### src/rtl/cache_fill_arbiter_pkg.sv
// Shared types and constants for the cache fill arbiter: state encoding,
// block geometry and the block-word address helper.
package cache_fill_arbiter_pkg;

  localparam int unsigned ADDR_W      = 16;
  localparam int unsigned DATA_W      = 16;
  localparam int unsigned BLOCK_WORDS = 8;
  localparam int unsigned MEM_LAT     = 4;
  localparam int unsigned CNT_W       = 4;
  localparam int unsigned WORD_W      = 3;

  localparam logic [ADDR_W-1:0] BLOCK_MASK = 16'hFFF0;
  localparam logic [CNT_W-1:0]  CNT_ONE    = CNT_W'(1);
  localparam logic [CNT_W-1:0]  CNT_FULL   = CNT_W'(BLOCK_WORDS);
  localparam logic [CNT_W-1:0]  CNT_LAST   = CNT_W'(BLOCK_WORDS - 1);

  typedef enum logic [1:0] {
    ST_IDLE  = 2'd0,
    ST_FILL  = 2'd1,
    ST_WRITE = 2'd2,
    ST_TURN  = 2'd3
  } state_e;

  // Base low bits are zero, so the word offset never carries out of the block.
  function automatic logic [ADDR_W-1:0] word_addr(input logic [ADDR_W-1:0] base,
                                                  input logic [CNT_W-1:0]  idx);
    return base + ADDR_W'({idx, 1'b0});
  endfunction

endpackage

### src/rtl/cache_fill_arbiter_fill_counter.sv
// Issue/receive counter pair for one block fill. Both counters hold at zero
// while run is low and saturate at BLOCK_WORDS.
module cache_fill_arbiter_fill_counter
  import cache_fill_arbiter_pkg::*;
(
  input  logic              clk,
  input  logic              rst,
  input  logic              run,
  input  logic              recv_en,
  output logic [CNT_W-1:0]  issue_cnt,
  output logic [WORD_W-1:0] recv_word,
  output logic              issue_done,
  output logic              recv_last
);

  logic [CNT_W-1:0] issue_cnt_d, issue_cnt_q;
  logic [CNT_W-1:0] recv_cnt_d, recv_cnt_q;

  always_comb begin
    issue_cnt_d = issue_cnt_q;
    recv_cnt_d  = recv_cnt_q;
    if (!run) begin
      issue_cnt_d = '0;
      recv_cnt_d  = '0;
    end else begin
      if (issue_cnt_q != CNT_FULL) issue_cnt_d = issue_cnt_q + CNT_ONE;
      if (recv_en && recv_cnt_q != CNT_FULL) recv_cnt_d = recv_cnt_q + CNT_ONE;
    end
  end

  always_ff @(posedge clk) begin
    if (rst) begin
      issue_cnt_q <= '0;
      recv_cnt_q  <= '0;
    end else begin
      issue_cnt_q <= issue_cnt_d;
      recv_cnt_q  <= recv_cnt_d;
    end
  end

  assign issue_cnt  = issue_cnt_q;
  assign recv_word  = recv_cnt_q[WORD_W-1:0];
  assign issue_done = (issue_cnt_q == CNT_FULL);
  assign recv_last  = (recv_cnt_q == CNT_LAST);

endmodule

### src/rtl/cache_fill_arbiter.sv
// Arbitrates main memory between icache fills, dcache fills and dcache
// write-through stores; sequences 8-word block fills and steers returns.
//
// state | meaning
// IDLE  | sample requests, fixed priority d_wr > d_miss > i_miss
// FILL  | issue 8 pipelined reads, forward 8 returned words
// WRITE | single-cycle store to memory
// TURN  | dead cycle so the finished requester can drop its request
module cache_fill_arbiter
  import cache_fill_arbiter_pkg::*;
(
  input  logic              clk,
  input  logic              rst,
  input  logic              i_miss,
  input  logic [ADDR_W-1:0] i_miss_addr,
  input  logic              d_miss,
  input  logic [ADDR_W-1:0] d_miss_addr,
  input  logic              d_wr,
  input  logic [ADDR_W-1:0] d_wr_addr,
  input  logic [DATA_W-1:0] d_wr_data,
  output logic              mem_en,
  output logic              mem_wr,
  output logic [ADDR_W-1:0] mem_addr,
  output logic [DATA_W-1:0] mem_wdata,
  input  logic [DATA_W-1:0] mem_rdata,
  input  logic              mem_valid,
  output logic              fill_valid,
  output logic              fill_sel_d,
  output logic [WORD_W-1:0] fill_word,
  output logic [DATA_W-1:0] fill_data,
  output logic              i_fill_done,
  output logic              d_fill_done,
  output logic              d_wr_done,
  output logic              busy
);

  state_e             state_d, state_q;
  logic               sel_d_d, sel_d_q;
  logic [ADDR_W-1:0]  base_d, base_q;
  logic [ADDR_W-1:0]  wr_addr_d, wr_addr_q;
  logic [DATA_W-1:0]  wr_data_d, wr_data_q;

  logic               in_fill;
  logic               word_rx;
  logic [CNT_W-1:0]   issue_cnt;
  logic [WORD_W-1:0]  recv_word;
  logic               issue_done;
  logic               recv_last;

  assign in_fill = (state_q == ST_FILL);
  assign word_rx = in_fill && mem_valid;

  cache_fill_arbiter_fill_counter u_fill_counter (
    .clk        (clk),
    .rst        (rst),
    .run        (in_fill),
    .recv_en    (word_rx),
    .issue_cnt  (issue_cnt),
    .recv_word  (recv_word),
    .issue_done (issue_done),
    .recv_last  (recv_last)
  );

  always_ff @(posedge clk) begin
    if (rst) state_q <= ST_IDLE;
    else     state_q <= state_d;
  end

  always_comb begin
    state_d = state_q;
    case (state_q)
      ST_IDLE: begin
        if (d_wr)                 state_d = ST_WRITE;
        else if (d_miss || i_miss) state_d = ST_FILL;
      end
      ST_FILL:  if (word_rx && recv_last) state_d = ST_TURN;
      ST_WRITE: state_d = ST_TURN;
      ST_TURN:  state_d = ST_IDLE;
      default:  state_d = ST_IDLE;
    endcase
  end

  // Grant context is captured only while arbitrating in IDLE.
  always_comb begin
    sel_d_d   = sel_d_q;
    base_d    = base_q;
    wr_addr_d = wr_addr_q;
    wr_data_d = wr_data_q;
    if (state_q == ST_IDLE) begin
      if (d_wr) begin
        wr_addr_d = d_wr_addr;
        wr_data_d = d_wr_data;
      end else if (d_miss) begin
        sel_d_d = 1'b1;
        base_d  = d_miss_addr & BLOCK_MASK;
      end else if (i_miss) begin
        sel_d_d = 1'b0;
        base_d  = i_miss_addr & BLOCK_MASK;
      end
    end
  end

  always_ff @(posedge clk) begin
    if (rst) begin
      sel_d_q   <= 1'b0;
      base_q    <= '0;
      wr_addr_q <= '0;
      wr_data_q <= '0;
    end else begin
      sel_d_q   <= sel_d_d;
      base_q    <= base_d;
      wr_addr_q <= wr_addr_d;
      wr_data_q <= wr_data_d;
    end
  end

  always_comb begin
    mem_en      = 1'b0;
    mem_wr      = 1'b0;
    mem_addr    = '0;
    mem_wdata   = '0;
    fill_valid  = 1'b0;
    fill_sel_d  = 1'b0;
    fill_word   = '0;
    fill_data   = '0;
    i_fill_done = 1'b0;
    d_fill_done = 1'b0;
    d_wr_done   = 1'b0;
    busy        = (state_q != ST_IDLE);
    case (state_q)
      ST_FILL: begin
        if (!issue_done) begin
          mem_en   = 1'b1;
          mem_addr = word_addr(base_q, issue_cnt);
        end
        if (mem_valid) begin
          fill_valid  = 1'b1;
          fill_sel_d  = sel_d_q;
          fill_word   = recv_word;
          fill_data   = mem_rdata;
          i_fill_done = recv_last && !sel_d_q;
          d_fill_done = recv_last && sel_d_q;
        end
      end
      ST_WRITE: begin
        mem_en    = 1'b1;
        mem_wr    = 1'b1;
        mem_addr  = wr_addr_q;
        mem_wdata = wr_data_q;
        d_wr_done = 1'b1;
      end
      default: ;
    endcase
  end

endmodule

### config.mk
export PLATFORM = sky130hd
export DESIGN_NAME = cache_fill_arbiter
export DESIGN_NICKNAME = d
export VERILOG_FILES = /design/src/rtl/cache_fill_arbiter_pkg.sv /design/src/rtl/cache_fill_arbiter_fill_counter.sv /design/src/rtl/cache_fill_arbiter.sv
export SDC_FILE = /design/constraint.sdc
export NUM_CORES = 1
export LEC_CHECK = 0
export BUFFER_PORTS_ARGS = -buffer_cell sky130_fd_sc_hd__buf_2
export CAP_MARGIN = 30
export CORE_AREA = 2 2 80 82
export CTS_BUF_LIST = sky130_fd_sc_hd__clkbuf_8
export DETAILED_ROUTE_END_ITERATION = 8
export DIE_AREA = 0 0 82 84
export PLACE_DENSITY_LB_ADDON = 0.12
export SYNTH_ARGS = -nofsm -noshare
export SYNTH_HDL_FRONTEND = slang
export SYNTH_SLANG_ARGS = --single-unit
### constraint.sdc
create_clock -name clk -period 3 [get_ports clk]
set_input_delay 0.6 -clock clk [delete_from_list [all_inputs] [get_ports clk]]
set_output_delay 0.6 -clock clk [all_outputs]
set_load 0.1 [all_outputs]
# Yosys cells after proc, flatten, opt, wreduce, memory -nomap -nowiden
# Index checks and enable logic that the tools add are counted.
dict set report op_classes {
  add_sub_neg 3
  multipliers 0
  div 0
  magnitude_cmp 0
  eq_ne 9
  n_shift 0
  mux 26
  bitwise_logic 2
  reduce_logical 14
}
# op n
set op_table {}
lappend op_table {{2-to-1 mux 16 bit} 6}
lappend op_table {{case mux 16 bit (2 select lines)} 1}
lappend op_table {{adder 16 x 5 -> 16 bit} 1}
lappend op_table {{2-to-1 mux 1 bit} 12}
lappend op_table {{adder 4 x 1 -> 4 bit (second input constant)} 2}
lappend op_table {{inequality test 4 bit (second input constant)} 2}
lappend op_table {{case mux 2 bit (4 select lines)} 1}
lappend op_table {{2-to-1 mux 2 bit} 3}
lappend op_table {{2-to-1 mux 3 bit} 2}
lappend op_table {{logical AND 1 bit} 5}
lappend op_table {{equality test 2 bit (second input constant)} 2}
lappend op_table {{equality test 4 x 3 -> 1 bit (second input constant)} 1}
lappend op_table {{equality test 4 bit (second input constant)} 1}
lappend op_table {{AND reduction 2 bit} 2}
lappend op_table {{nonzero test 2 bit} 2}
lappend op_table {{inequality test 3 bit (second input constant)} 1}
lappend op_table {{AND reduction 3 bit} 1}
lappend op_table {{equality test 2 x 1 -> 1 bit (second input constant)} 1}
lappend op_table {{zero test 2 bit} 1}
lappend op_table {{inequality test 2 x 1 -> 1 bit (second input constant)} 1}
lappend op_table {{NOT 1 bit} 2}
lappend op_table {{case mux 1 bit (2 select lines)} 1}
lappend op_table {{OR reduction 2 bit} 1}
lappend op_table {{zero test 1 bit} 1}
lappend op_table {{logical OR 1 bit} 1}
dict set report totals {
  ff_bits 59
  latch_bits 0
  ramBits 0
  mem_bits_ro 0
  in_bits 86
  out_inout_bits 59
  wordCells 61
  n_memories 0
}

# Longest topological paths before layout
dict set report logic_depth {
  depth_word 5
  depth_mapped 7
  ltp_nobuf 6
}

# By module
# A second synthesis with hierarchy kept.
dict set report hier_totals {
  cells_unflattened 377
  hier_area_um2 3040.4
}
# module instances cells_per_inst area_each_um2 seq_area_each_um2
set modules_own_cells {}
lappend modules_own_cells {cache_fill_arbiter 1 329 2582.5 940.9}
lappend modules_own_cells {cache_fill_arbiter_fill_counter 1 48 457.9 160.2}

# Worst setup path before layout
# Ideal clock, no wire load.
dict set report synth_path {
  kind {register to output}
  startpoint {register state_q[1]}
  endpoint {output d_fill_done}
  t_arrival_ns 3.875
  t_required_ns 2.400
  path_slack_ns -1.475
  path_stages_with_launch 5
  n_path_buf 0
  cell_sequence {dfxtp_1 -> inv_1 -> ha_1 -> nand3_1 -> nor4b_1}
}
dict set report synth_via {
  elab_chain_len 2
}
# item line
set synth_rtl {}
lappend synth_rtl {{start: declaration} cache_fill_arbiter.sv:37} ;# state_e state_d, state_q;
lappend synth_rtl {{start signal: assignment} cache_fill_arbiter.sv:66} ;# else state_q <= state_d;
lappend synth_rtl {{equality test 2 x 1 -> 1 bit} cache_fill_arbiter.sv:130} ;# case (state_q)
lappend synth_rtl {{2-to-1 mux 1 bit} cache_fill_arbiter.sv:130}
lappend synth_rtl {{end: declaration} cache_fill_arbiter.sv:32} ;# output logic d_fill_done,
# No other way between the ends.

# Worst setup path after layout
dict set report layout_path {
  startpoint {register u_fill_counter.issue_cnt_q[0] (netlist: u_fill_counter.issue_cnt[0])}
  endpoint {output mem_addr[13]}
}
dict set report layout_via {
  elab_chain_len 3
  word_cells_on_any_way 4
  cone_classes {1 x add/sub; 1 x eq/ne; 2 x mux}
}
# item line
set layout_rtl {}
lappend layout_rtl {{start: declaration} cache_fill_arbiter_fill_counter.sv:16} ;# logic [CNT_W-1:0] issue_cnt_d, issue_cnt_q;
lappend layout_rtl {{start signal: assignment} cache_fill_arbiter_fill_counter.sv:36} ;# issue_cnt_q <= issue_cnt_d;
lappend layout_rtl {{adder 16 x 5 -> 16 bit / equality test 4 bit (equally long branches)} {cache_fill_arbiter_pkg.sv:27, cache_fill_arbiter_fill_counter.sv:43}}
lappend layout_rtl {{2-to-1 mux 16 bit *} cache_fill_arbiter.sv:132} ;# if (!issue_done) begin
lappend layout_rtl {{case mux 16 bit (2 select lines) *} cache_fill_arbiter.sv:130}
lappend layout_rtl {{end: declaration} cache_fill_arbiter.sv:23} ;# output logic [ADDR_W-1:0] mem_addr,
# Every way passes the cells marked *; elsewhere a longest branch is shown, timed or not.

==> out/results.ini <==
[global_route]
grt_max_degree=34
grt-ovfl-total=0
first_global_vias=2629
grt_pass1_wl_um=11600
antenna_found_initial=0
track_usage_pct=21.0

[worst_setup_path]
crit_path_end_kind=output pin
cp-start-kind=flop
critical_path_required_ns=2.40
cp_max_fo=10
crit_type=flop to output pin
cpMaxStageDelayCell=dfxtp_1
max_stage_delay_ns=0.42
crit_start=u_fill_counter.issue_cnt[0]$_SDFFE_PP0N_
r2r-start=state_q[1]$_SDFFE_PP0P_
arrival_ns=2.19
worst-path-buf-inv=2
crit_path_cell_trace=inv_1 -> ha_1 -> nand3b_1 -> and2_2 -> nand2_1 -> o21ai_2 -> buf_12
path_delay_family=simple AND/OR/NAND/NOR gates

[route]
ant_nets=0
wl_per_cell_um=12.5
via_per_inst=5.11
drt_iter0_markers=107
vias=2924
drc=0
drt_pre_antenna_iters=4
wl_um=7140

[synth]
yosysUniqueCellTypes=37
syn-mean-instance-area_sq_um=7.94
yosysSeqAreaShare_pct=37.0
yosys-top-cells-area=dfxtp_1 37%, nand2_1 9.8%, a21oi_1 5.9%, mux2i_1 5.0%, and2_1 4.4%
synthArstFlopShare_pct=0
yosysWarningCount=0
synth_area_sq_mm=0.00298
ys_seq_elements=55
synth_top_cell_area_share_pct=37.0
syn-instance-count=375
synth_nets=471
synth_top_cell_by_area=dfxtp_1
synthFlopType=dfxtp_1
synth_edf_count=0

[timing]
period_share_pct=93.1
hold_viol_final=0
rsz0062_at_grt=no
setup_violations=0
drv_slew=0
max-slew-margin-rel_pct=57.4
worst_slack_ns=0.207
min_period_ns=2.79
setup-tns-final_ns=0
skew_ns=0.00665
max_freq_mhz=358
worstMarginPinSlew_ns=0.639

[cts]
cts_max_level=2
clockBufferDepth=2
hold_buffers=0
clock_latency_ns=0.31
cts_sinks=55
cts_buffers=5
cts_tree=done
cts_root_buffer=clkbuf_8
path_clk_slew_ns=0.10

[place]
gp_congestion=0.794
place_ws_ns=0.344
port_buffers=136
dp_hpwl_um=5320

[floorplan]
die_y_um=84
die_w_um=82
dieArea_sq_mm=0.00689
initial_utilization_pct=48.8
core_area_sq_mm=0.00610
rows=29
io_pins=145

[status]
status=finished, final reports clean

[flow_run]
max_cap_violations=0

[cells_and_area]
diodes=0
layout-drive-gt1-share_pct=36.6
fillCellCount=552
final_nets=590
area_growth_pct=31.8

[power_and_ir_drop]
power_uw=3190
p_per_area_mw_per_mm2=812
p_leak_uw=0.00186
vdd_drop_max_mv=0.463

[hold_path]
min_from=wr_data_q[15]$_SDFFE_PP0P_
hp-class=flop to flop

[Yosys cell counts (7+ instances only)]
master    instances
inv_1             8
ha_1             10
nor2_1           34
and3_1           20
clkbuf_1         15
mux2i_1          15
a22oi_1          10
and2_1           21
a21oi_1          35
dfxtp_1          55
xor2_1            9
nand2_1          78
o21ai_0           8
a211oi_2          8
nand3_1           7
[placed cells by master (no fill, tap or decap), types with 2 or more instances in the layout]
cell      instances
ha_1             10
xnor2_1           5
a211oi_1          4
buf_4             5
a211oi_2          8
nor2_2            6
nand2_1          78
and3_1           20
clkbuf_8          5
inv_1             8
o21ai_2           6
and2_1           20
buf_2           130
a21oi_1          35
nand4_1           3
nand3_1           7
dfxtp_1          55
o21ai_0           2
and2_2            2
nor2_4            4
a22oi_1          10
buf_12            6
mux2i_1          15
and4_1            3
xor2_1            9
nor2_1           25
[worst paths after layout]
check	endpoint	slack (ns)	depth (start not counted)
max	mem_addr[13]	0.21	7
min	wr_data_q[15]$_SDFFE_PP0P_	0.46	2
max reg2reg	state_q[1]$_SDFFE_PP0P_	1.24	6
min reg2reg	wr_data_q[15]$_SDFFE_PP0P_	0.46	2
[worst register-to-register path, cell delays in order, from the launching register on]
cell,delay [ns]
dfxtp_1,0.38
inv_1,0.07
ha_1,0.32
inv_1,0.49
o21ai_0,0.18
mux2i_1,0.17
nor2_1,0.05
[what timing repair did]
item / CTS / global route
buffers inserted: 0 / 0
gates resized for setup: 1 / 0
setup endpoints to repair: 1 / 0
[sequential cells by signal (all words and copies together), names as in the netlist]
signal	cells
wr_addr_q	16
u_fill_counter.recv_cnt_q	4
u_fill_counter.issue_cnt	4
base_q	12
wr_data_q	16
sel_d_q	1
state_q	2
[area by class of cell]
class / instances / area, sq um / share of cell area (%)
well taps: 77 / 96.3 / 2.46
clock inverters: 3 / 46.3 / 1.18
multi-input cells: 282 / 1770 / 45.1
flip-flops and latches: 55 / 1100 / 28.1
repair buffers: 141 / 808 / 20.6
inverters: 9 / 33.8 / 0.861
clock buffers: 5 / 68.8 / 1.75
[per-layer routing]
layer	up-vias	GRT usage [%]	routed length [um]
met4	0	6.36	101
met5	-	0	0
li1	1490	-	-
met1	1322	24.9	3000
met2	102	37.3	3480
met3	10	4.11	555
[per-stage QoR]
stage / std cells / utilization, % / instance area [sq um] / hold slack [ns]
floorplan: 375 / - / 3060 / 0.432
global placement: 564 / 62.5 / 3810 / 0.438
CTS: 572 / 64.4 / 3920 / 0.459
finish: 572 / 64.4 / 3920 / 0.458
detailed placement: 564 / 62.5 / 3810 / 0.443
global route: 572 / 64.4 / 3920 / 0.474
[kinds of logic (layout without fill, tap and decap cells)]
kind of cell / Yosys count / after routing / synth area share (%)
AOI/OAI and AO/OA: 66 / 66 / 14.5
DFF: 55 / 55 / 37.0
buffers and inverters: 38 / 158 / 6.39
muxes: 16 / 16 / 5.42
xor gates and xnor gates: 14 / 14 / 4.12
adders and majority gates: 10 / 10 / 4.20
and+or+nand+nor: 176 / 176 / 28.4
[report_power, final]
| group | switching (uW) | internal, uW |
|---|---|---|
| combinational | 1310 | 406 |
| sequential | 97.2 | 864 |
| clock | 254 | 252 |
| total | 1660 | 1520 |
Power figures use the tool's default switching activity.
